### src/rtl/imm_decode_pipe.sv
// imm_decode_pipe: registered, multi-lane RISC-V immediate decoder.
// Each lane classifies the instruction format from its opcode. It produces
// a sign-extended immediate, a one-hot format, an illegal flag and
// pc + immediate. Results sit behind a valid/ready handshake. A main output
// register and a skid register keep one beat per cycle under back-pressure.
module imm_decode_pipe #(
  parameter int LANES = 1,
  parameter int XLEN  = 32
) (
  input  logic                  i_clk,
  input  logic                  i_rst_n,
  input  logic                  i_valid,
  output logic                  o_ready,
  input  logic [LANES-1:0]      i_lane_en,
  input  logic [32*LANES-1:0]   i_inst,
  input  logic [XLEN*LANES-1:0] i_pc,
  output logic                  o_valid,
  input  logic                  i_ready,
  output logic [LANES-1:0]      o_lane_en,
  output logic [6*LANES-1:0]    o_format,
  output logic [XLEN*LANES-1:0] o_immediate,
  output logic [XLEN*LANES-1:0] o_target,
  output logic [LANES-1:0]      o_illegal
);

  // Format one-hot bit positions
  localparam logic [5:0] FMT_R = 6'b000001;
  localparam logic [5:0] FMT_I = 6'b000010;
  localparam logic [5:0] FMT_S = 6'b000100;
  localparam logic [5:0] FMT_B = 6'b001000;
  localparam logic [5:0] FMT_U = 6'b010000;
  localparam logic [5:0] FMT_J = 6'b100000;

  typedef struct packed {
    logic [5:0]      fmt;
    logic [XLEN-1:0] imm;
    logic            ill;
  } lane_dec_t;

  typedef struct packed {
    logic [LANES-1:0]      en;
    logic [6*LANES-1:0]    fmt;
    logic [XLEN*LANES-1:0] imm;
    logic [XLEN*LANES-1:0] tgt;
    logic [LANES-1:0]      ill;
  } beat_t;

  typedef enum logic [1:0] {
    ST_EMPTY,
    ST_MAIN,
    ST_FULL
  } state_t;

  lane_dec_t w_dec [LANES];
  beat_t     w_beat;
  logic      w_accept;

  state_t    r_state;
  logic      r_valid;
  logic      r_ready;
  beat_t     r_main;
  beat_t     r_skid;

  // Decodes one 32-bit instruction.
  // Every recognised opcode ends in 2'b11, so compressed encodings
  // (inst[1:0] != 11) fall through to the illegal default.
  // The immediate is built at 32 bits and then sign-extended to XLEN.
  // U-type therefore extends from bit 31 on 64-bit builds.
  function automatic lane_dec_t decodeLane(input logic [31:0] inst);
    lane_dec_t   d;
    logic [31:0] imm32;
    d     = '0;
    imm32 = '0;
    case (inst[6:0])
      7'b0110011: d.fmt = FMT_R;
      7'b0000011, 7'b0010011, 7'b1100111, 7'b0001111, 7'b1110011: begin
        d.fmt = FMT_I;
        imm32 = {{20{inst[31]}}, inst[31:20]};
      end
      7'b0100011: begin
        d.fmt = FMT_S;
        imm32 = {{20{inst[31]}}, inst[31:25], inst[11:7]};
      end
      7'b1100011: begin
        d.fmt = FMT_B;
        imm32 = {{19{inst[31]}}, inst[31], inst[7], inst[30:25], inst[11:8], 1'b0};
      end
      7'b0110111, 7'b0010111: begin
        d.fmt = FMT_U;
        imm32 = {inst[31:12], 12'b0};
      end
      7'b1101111: begin
        d.fmt = FMT_J;
        imm32 = {{11{inst[31]}}, inst[31], inst[19:12], inst[20], inst[30:21], 1'b0};
      end
      default: d.ill = 1'b1;
    endcase
    d.imm = XLEN'($signed(imm32));
    return d;
  endfunction

  // Decode every lane and zero the result fields of lanes not occupied in this beat
  always_comb begin
    w_dec  = '{default: '0};
    w_beat = '0;
    w_beat.en = i_lane_en;
    for (int k = 0; k < LANES; k++) begin
      w_dec[k] = decodeLane(i_inst[32*k +: 32]);
      if (i_lane_en[k]) begin
        w_beat.fmt[6*k +: 6]       = w_dec[k].fmt;
        w_beat.imm[XLEN*k +: XLEN] = w_dec[k].imm;
        w_beat.tgt[XLEN*k +: XLEN] = i_pc[XLEN*k +: XLEN] + w_dec[k].imm;
        w_beat.ill[k]              = w_dec[k].ill;
      end
    end
  end

  assign w_accept = i_valid & r_ready;

  // Output-stage controller.
  // EMPTY holds nothing, MAIN holds one beat and FULL holds a second beat in the skid.
  // Ready and valid are registered alongside the state.
  always_ff @(posedge i_clk) begin
    if (!i_rst_n) begin
      r_state <= ST_EMPTY;
      r_valid <= 1'b0;
      r_ready <= 1'b1;
      r_main  <= '0;
      r_skid  <= '0;
    end else begin
      case (r_state)
        ST_EMPTY: begin
          if (w_accept) begin
            r_main  <= w_beat;
            r_valid <= 1'b1;
            r_state <= ST_MAIN;
          end
        end
        ST_MAIN: begin
          if (w_accept && i_ready) begin
            r_main <= w_beat;
          end else if (w_accept) begin
            r_skid  <= w_beat;
            r_ready <= 1'b0;
            r_state <= ST_FULL;
          end else if (i_ready) begin
            r_valid <= 1'b0;
            r_state <= ST_EMPTY;
          end
        end
        ST_FULL: begin
          if (i_ready) begin
            r_main  <= r_skid;
            r_ready <= 1'b1;
            r_state <= ST_MAIN;
          end
        end
        default: begin
          r_state <= ST_EMPTY;
          r_valid <= 1'b0;
          r_ready <= 1'b1;
        end
      endcase
    end
  end

  assign o_valid     = r_valid;
  assign o_ready     = r_ready;
  assign o_lane_en   = r_main.en;
  assign o_format    = r_main.fmt;
  assign o_immediate = r_main.imm;
  assign o_target    = r_main.tgt;
  assign o_illegal   = r_main.ill;

endmodule

### config.mk
export PLATFORM = sky130hd
export DESIGN_NAME = imm_decode_pipe
export DESIGN_NICKNAME = d
export VERILOG_FILES = /design/src/rtl/imm_decode_pipe.sv
export SDC_FILE = /design/constraint.sdc
export NUM_CORES = 1
export LEC_CHECK = 0
export ABC_AREA = 1
export CAP_MARGIN = 15
export CORE_MARGIN = 3
export CORE_UTILIZATION = 30
export DETAILED_ROUTE_END_ITERATION = 7
export PLACE_DENSITY = 0.53
export SYNTH_ARGS = -nofsm -noshare
export SYNTH_HDL_FRONTEND = slang
export SYNTH_SLANG_ARGS = --single-unit
### constraint.sdc
create_clock -name i_clk -period 4.4 [get_ports i_clk]
set_clock_uncertainty 0.15 [all_clocks]
set_input_delay 0.88 -clock i_clk [delete_from_list [all_inputs] [get_ports i_clk]]
set_output_delay 0.88 -clock i_clk [all_outputs]
set_load 0.02 [all_outputs]
### After elaboration in Yosys (flattened, before gate mapping)

Cells that the tools add are included.

| cells by class | value |
|---|---|
| add/subtract/negate cells | 1 |
| eq/ne operators | 21 |
| multiplexer cells | 23 |
| bitwise logic cells | 4 |
| reduce and logical (&&, ||, !) cells | 11 |

Operators by type and width:

| cell | number |
|---|---|
| $mux W72 | 3 |
| $pmux W72 S3 | 1 |
| $pmux W32 S5 | 1 |
| $mux W71 | 1 |
| $pmux W6 S6 | 1 |
| $add A32 B32 Y32 | 1 |
| $eq A7 B7 Y1 const B | 4 |
| $eq A7 B6 Y1 const B | 3 |
| $eq A7 B5 Y1 const B | 2 |
| $ne A2 B2 Y1 const B | 7 |
| $reduce_and A4 Y1 | 3 |
| $reduce_or A11 Y1 | 1 |
| $mux W2 | 5 |
| $mux W1 | 8 |
| $eq A7 B2 Y1 const B | 1 |
| $eq A7 B4 Y1 const B | 1 |
| $pmux W1 S3 | 2 |
| $pmux W2 S3 | 1 |
| $reduce_and A5 Y1 | 1 |
| $reduce_or A5 Y1 | 1 |
| $ne A3 B3 Y1 const B | 1 |
| $not A1 Y1 | 3 |
| $reduce_and A3 Y1 | 1 |
| $reduce_bool A3 Y1 | 1 |
| 6 further kinds | 6 |

| word-level totals | value |
|---|---|
| register bits after elaboration | 148 |
| input bits | 69 |
| output and inout bits | 74 |
| logic and storage cells | 73 |

### Depth between registers and ports, before layout

| depth | value |
|---|---|
| depth in word-level cells | 7 |
| gate-level depth with buffers | 28 |

### Least setup slack after synthesis

No wires, ideal clock.

| timing path | value |
|---|---|
| path kind | input to register |
| start | input port i_inst[1] |
| end | register r_main, in the netlist o_target[18] |
| setup time | 0.067 ns |
| arrival | 3.652 ns |
| slack | 0.531 ns |
| stages on the path | 25 |
| path buffers | 0 |
| path through | nand2_2 > inv_2 > nand2_4 > inv_2 > nand2_1 > nand4_4 > nor2_1 > o21ai_0 > fa_1 > nand3_1 > nand2_1 > a31oi_1 > o21ai_0 > o21ai_0 > nand2_1 > nand2_1 > nand2_1 > nand2_1 > nand2_2 > nand2_1 > nand2_1 > nand2_1 > nand3_1 > a21o_1 > a21oi_2 |

| on the way | value |
|---|---|
| word-level cells in the longest chain between the ends | 7 |
| elaborated cells between the ends (all ways) | 18 |
| classes of those cells | add/sub (1); eq/ne (10); mux (5); reduce/logical (2) |

RTL lines:

| item | RTL line | text |
|---|---|---|
| from (decl) | 15 | `input logic [32*LANES-1:0] i_inst,` |
| $eq A7 B2 Y1, or another cell as far along | 74 | `case (inst[6:0])` |
| $reduce_or A5 Y1 or $reduce_or A2 Y1 (tied branches) | 74 |  |
| $pmux W32 S5 (*) | 74 |  |
| $add A32 B32 Y32 (*) | 112 | `w_beat.tgt[XLEN*k +: XLEN] = i_pc[XLEN*k +: XLEN] + w_dec[k].imm;` |
| $mux W71 (*) | 109 | `if (i_lane_en[k]) begin` |
| $mux W72 (on tied branches) | 140, 133 |  |
| $pmux W72 S3 (*) | 131 | `case (r_state)` |
| to (signal assigned) | 134 | `r_main <= w_beat;` |
| to (signal assigned) | 141 | `r_main <= w_beat;` |
| to (signal assigned) | 153 | `r_main <= r_skid;` |
| to (decl) | 61 | `beat_t r_main;` |

Mark *: on every way between the ends. The rest lies on a longest branch, timed or not. The select of a mux whose other input is x is not followed.
A chain may end at the register's enable or synchronous reset.

### Final worst setup path

| timing path | value |
|---|---|
| start | input port i_inst[0] |
| end | register r_main, in the netlist o_target[16] |

The elaborated chain is that of the path after synthesis.

==> impl_metrics.yaml <==
logic_synthesis:
  synth_seq_cells: 148
  synth-async-reset-ratio: 0
  syn_area_um2: 8930
  synthDistinctLibCells: 44
  yosysWarningCount: 0
  postSynthAreaPerCell_um2: 6.46
  syn_inst: 1383
  synthFlopType: "dfxtp_1"
  synth_nets: 1469
  yosysSeqAreaShare: 0.332
  synth-edff-count: 0
clock_network:
  clockBufferDepth: 2
  cts_tree: "built"
  cts.sink_count: 148
  cts_max_level: 4
  clkLatencyLatePin_ns: 0.44
  cts.clk_slew.worst_paths_ns: 0.08
  cts_made_buffers: 17
  cts-root-buf: "clkbuf_16"
place:
  gp_congestion: 0.917
  io_buffers: 142
  dp_slack_ns: -0.643
  dpl.hpwl_mm: 24.5
final_layout:
  antenna_cells: 0
  final_cell_mix: "nand2_1 (348), a21oi_1 (181), dfxtp_1 (148), clkdlybuf4s50_1 (135), buf_4 (115)"
  final_nets: 1677
  drive_gt1_frac: 0.185
  final_common_cell: "nand2_1"
  syn2layout_area_growth_pct: 36.5
sta:
  fin_hold_ws_ns: 0.307
  setup_viol_count_final: 0
  max_slew_margin: 0.314
  fmax_ghz: 0.239
  finalCriticalPeriod_ns: 4.19
  tightest_slew_ns: 1.03
  hold_viol: 0
  worst_slack_ns: 0.214
  slew_violations: 0
  fin_crit_sh: 0.951
drt:
  wl_per_cell_um: 16.6
  drt_first_pass_iters: 5
  via_count: 9850
  wirelength_mm: 33.1
  drc: 0
  viasPerCell: 4.95
  dr.first_iter.drc_count: 645
  ant_nets: 0
grt:
  grt_max_degree: 86
  grt_pass1_vias: 9325
  grtUsageTotal: 0.205
  grt_pass1_wl_mm: 50.9
  antenna_found_initial: 1
  grt_overflow: 0
setup_path:
  path_max_fanout: 4
  cp.required_ns: 4.61
  path_class: "in2reg"
  arrival_ns: 4.40
  start_kind: "primary input"
  setup.worst_path.end_class: "flip-flop"
floorplan:
  start_util: 0.308
  rows: 62
  die_w_um: 179
  die_h_um: 179
  core-area_um2: 29000
  io_pins: 143
  die_area_um2: 31900
run_status:
  status: "complete, no violations"
power:
  cellPowerDensity_nw_per_um2: 315
  p_leak_nw: 5.54
  ir_drop_v: 0.000258
min_path:
  hp-class: "reg2reg"
run:
  drv_cap: 0
[logic make-up after synthesis]
| kind of cell | share of synthesized area |
|---|---|
| buffers and inverters | 0.0810 |
| and+or+nand+nor | 0.327 |
| DFF | 0.332 |
| adders and majority gates | 0.0247 |
| xor gates and xnor gates | 0.00196 |
| AOI/OAI and AO/OA | 0.234 |
[critical path, stage by stage]
cell	delay, ns
clkdlybuf4s50_1	0.41
nand2_2	0.12
inv_2	0.06
nand2_4	0.06
inv_2	0.04
nand2_2	0.08
nand4_4	0.16
a22oi_2	0.21
inv_1	0.08
ha_2	0.21
fa_2	0.34
nand3_1	0.10
nand2_2	0.07
a31oi_2	0.19
o21ai_0	0.10
o21ai_0	0.08
nand2_1	0.09
buf_4	0.14
nand3_1	0.07
nand3_1	0.16
a21oi_1	0.16
o21ai_1	0.13
buf_4	0.16
a21o_1	0.14
a21oi_1	0.11
[metal layers]
layer  up-vias  GRT usage  wire [µm]
li1       5001          -          -
met3        32     0.0338       1570
met5         -          0          0
met4         0     0.0494        532
met2       266      0.344      15600
met1      4551      0.275      15400
[final timing paths]
check,start,slack [ns],endpoint,depth (start not counted)
worst min register to register,r_skid[3]$_SDFFE_PN0P_,0.31,r_skid[3]$_SDFFE_PN0P_,2
worst min-delay path,r_skid[3]$_SDFFE_PN0P_,0.31,r_skid[3]$_SDFFE_PN0P_,2
worst max-delay path,i_inst[0],0.21,o_target[16]$_SDFFE_PN0P_,25
worst max register to register,r_state[0]$_SDFFE_PN0P_,1.86,o_immediate[9]$_SDFFE_PN0P_,9
[through the flow]
step           cells  power (mW)  TNS [ns]  area, µm²  utilization
5_1_grt         1988        4.02   -0.0848      12200        0.420
4_1_cts         1981        3.87         0      12000        0.412
3_5_place_dp    1948        2.36    -15.90      11400        0.391
6_report        1988        3.84         0      12200        0.420
3_3_place_gp    1948        2.36    -13.21      11400        0.391
2_1_floorplan   1383        1.97         0       8930            -
[registers in the layout (all words and copies together) (netlist names)]
register / flops
o_lane_en: 1
o_format: 6
o_immediate: 32
o_ready: 1
o_target: 32
o_illegal: 1
r_skid: 72
r_state: 2
o_valid: 1
[what timing repair did]
item | in CTS | in global routing
setup endpoints to repair | 9 | 44
hold endpoints to repair | 0 | 0
hold buffers | 0 | 0
resized for setup | 9 | 57
buffers inserted | 1 | 7
pin swaps | 2 | 18
[report_power, final]
part | internal [mW] | switching [mW] | leakage (nW) | total [mW]
combinational | 0.341 | 0.523 | 4.04 | 0.864
sequential | 1.43 | 0.0505 | 1.21 | 1.48
clock | 0.778 | 0.723 | 0.289 | 1.50
total | 2.55 | 1.30 | 5.54 | 3.84
[synthesized netlist by cell type (all sizes together), types with 3 or more instances]
| cell | count | share of area |
|---|---|---|
| o21ai | 136 | 0.076 |
| nor2 | 133 | 0.065 |
| a21o | 3 | 0.0025 |
| buf | 17 | 0.012 |
| nand3b | 5 | 0.0046 |
| o211ai | 24 | 0.020 |
| nor3 | 11 | 0.0090 |
| clkbuf | 53 | 0.022 |
| o21bai | 3 | 0.0025 |
| a211oi | 5 | 0.0042 |
| inv | 109 | 0.046 |
| a22oi | 8 | 0.0067 |
| nand2 | 404 | 0.19 |
| nand3 | 84 | 0.049 |
| a31oi | 4 | 0.0028 |
| dfxtp | 148 | 0.33 |
| nand4 | 9 | 0.0080 |
| ha | 16 | 0.022 |
| a21oi | 197 | 0.11 |
[layout make-up]
type	instances	area, µm²
repair buffers	259	2320
flip-flops and latches	148	2960
clock inverters	14	154
well taps	384	480
clock buffers	18	439
inverters	111	418
fillers	3098	16800
multi-input cells	1054	5410
(Power assumes the default switching activity.)
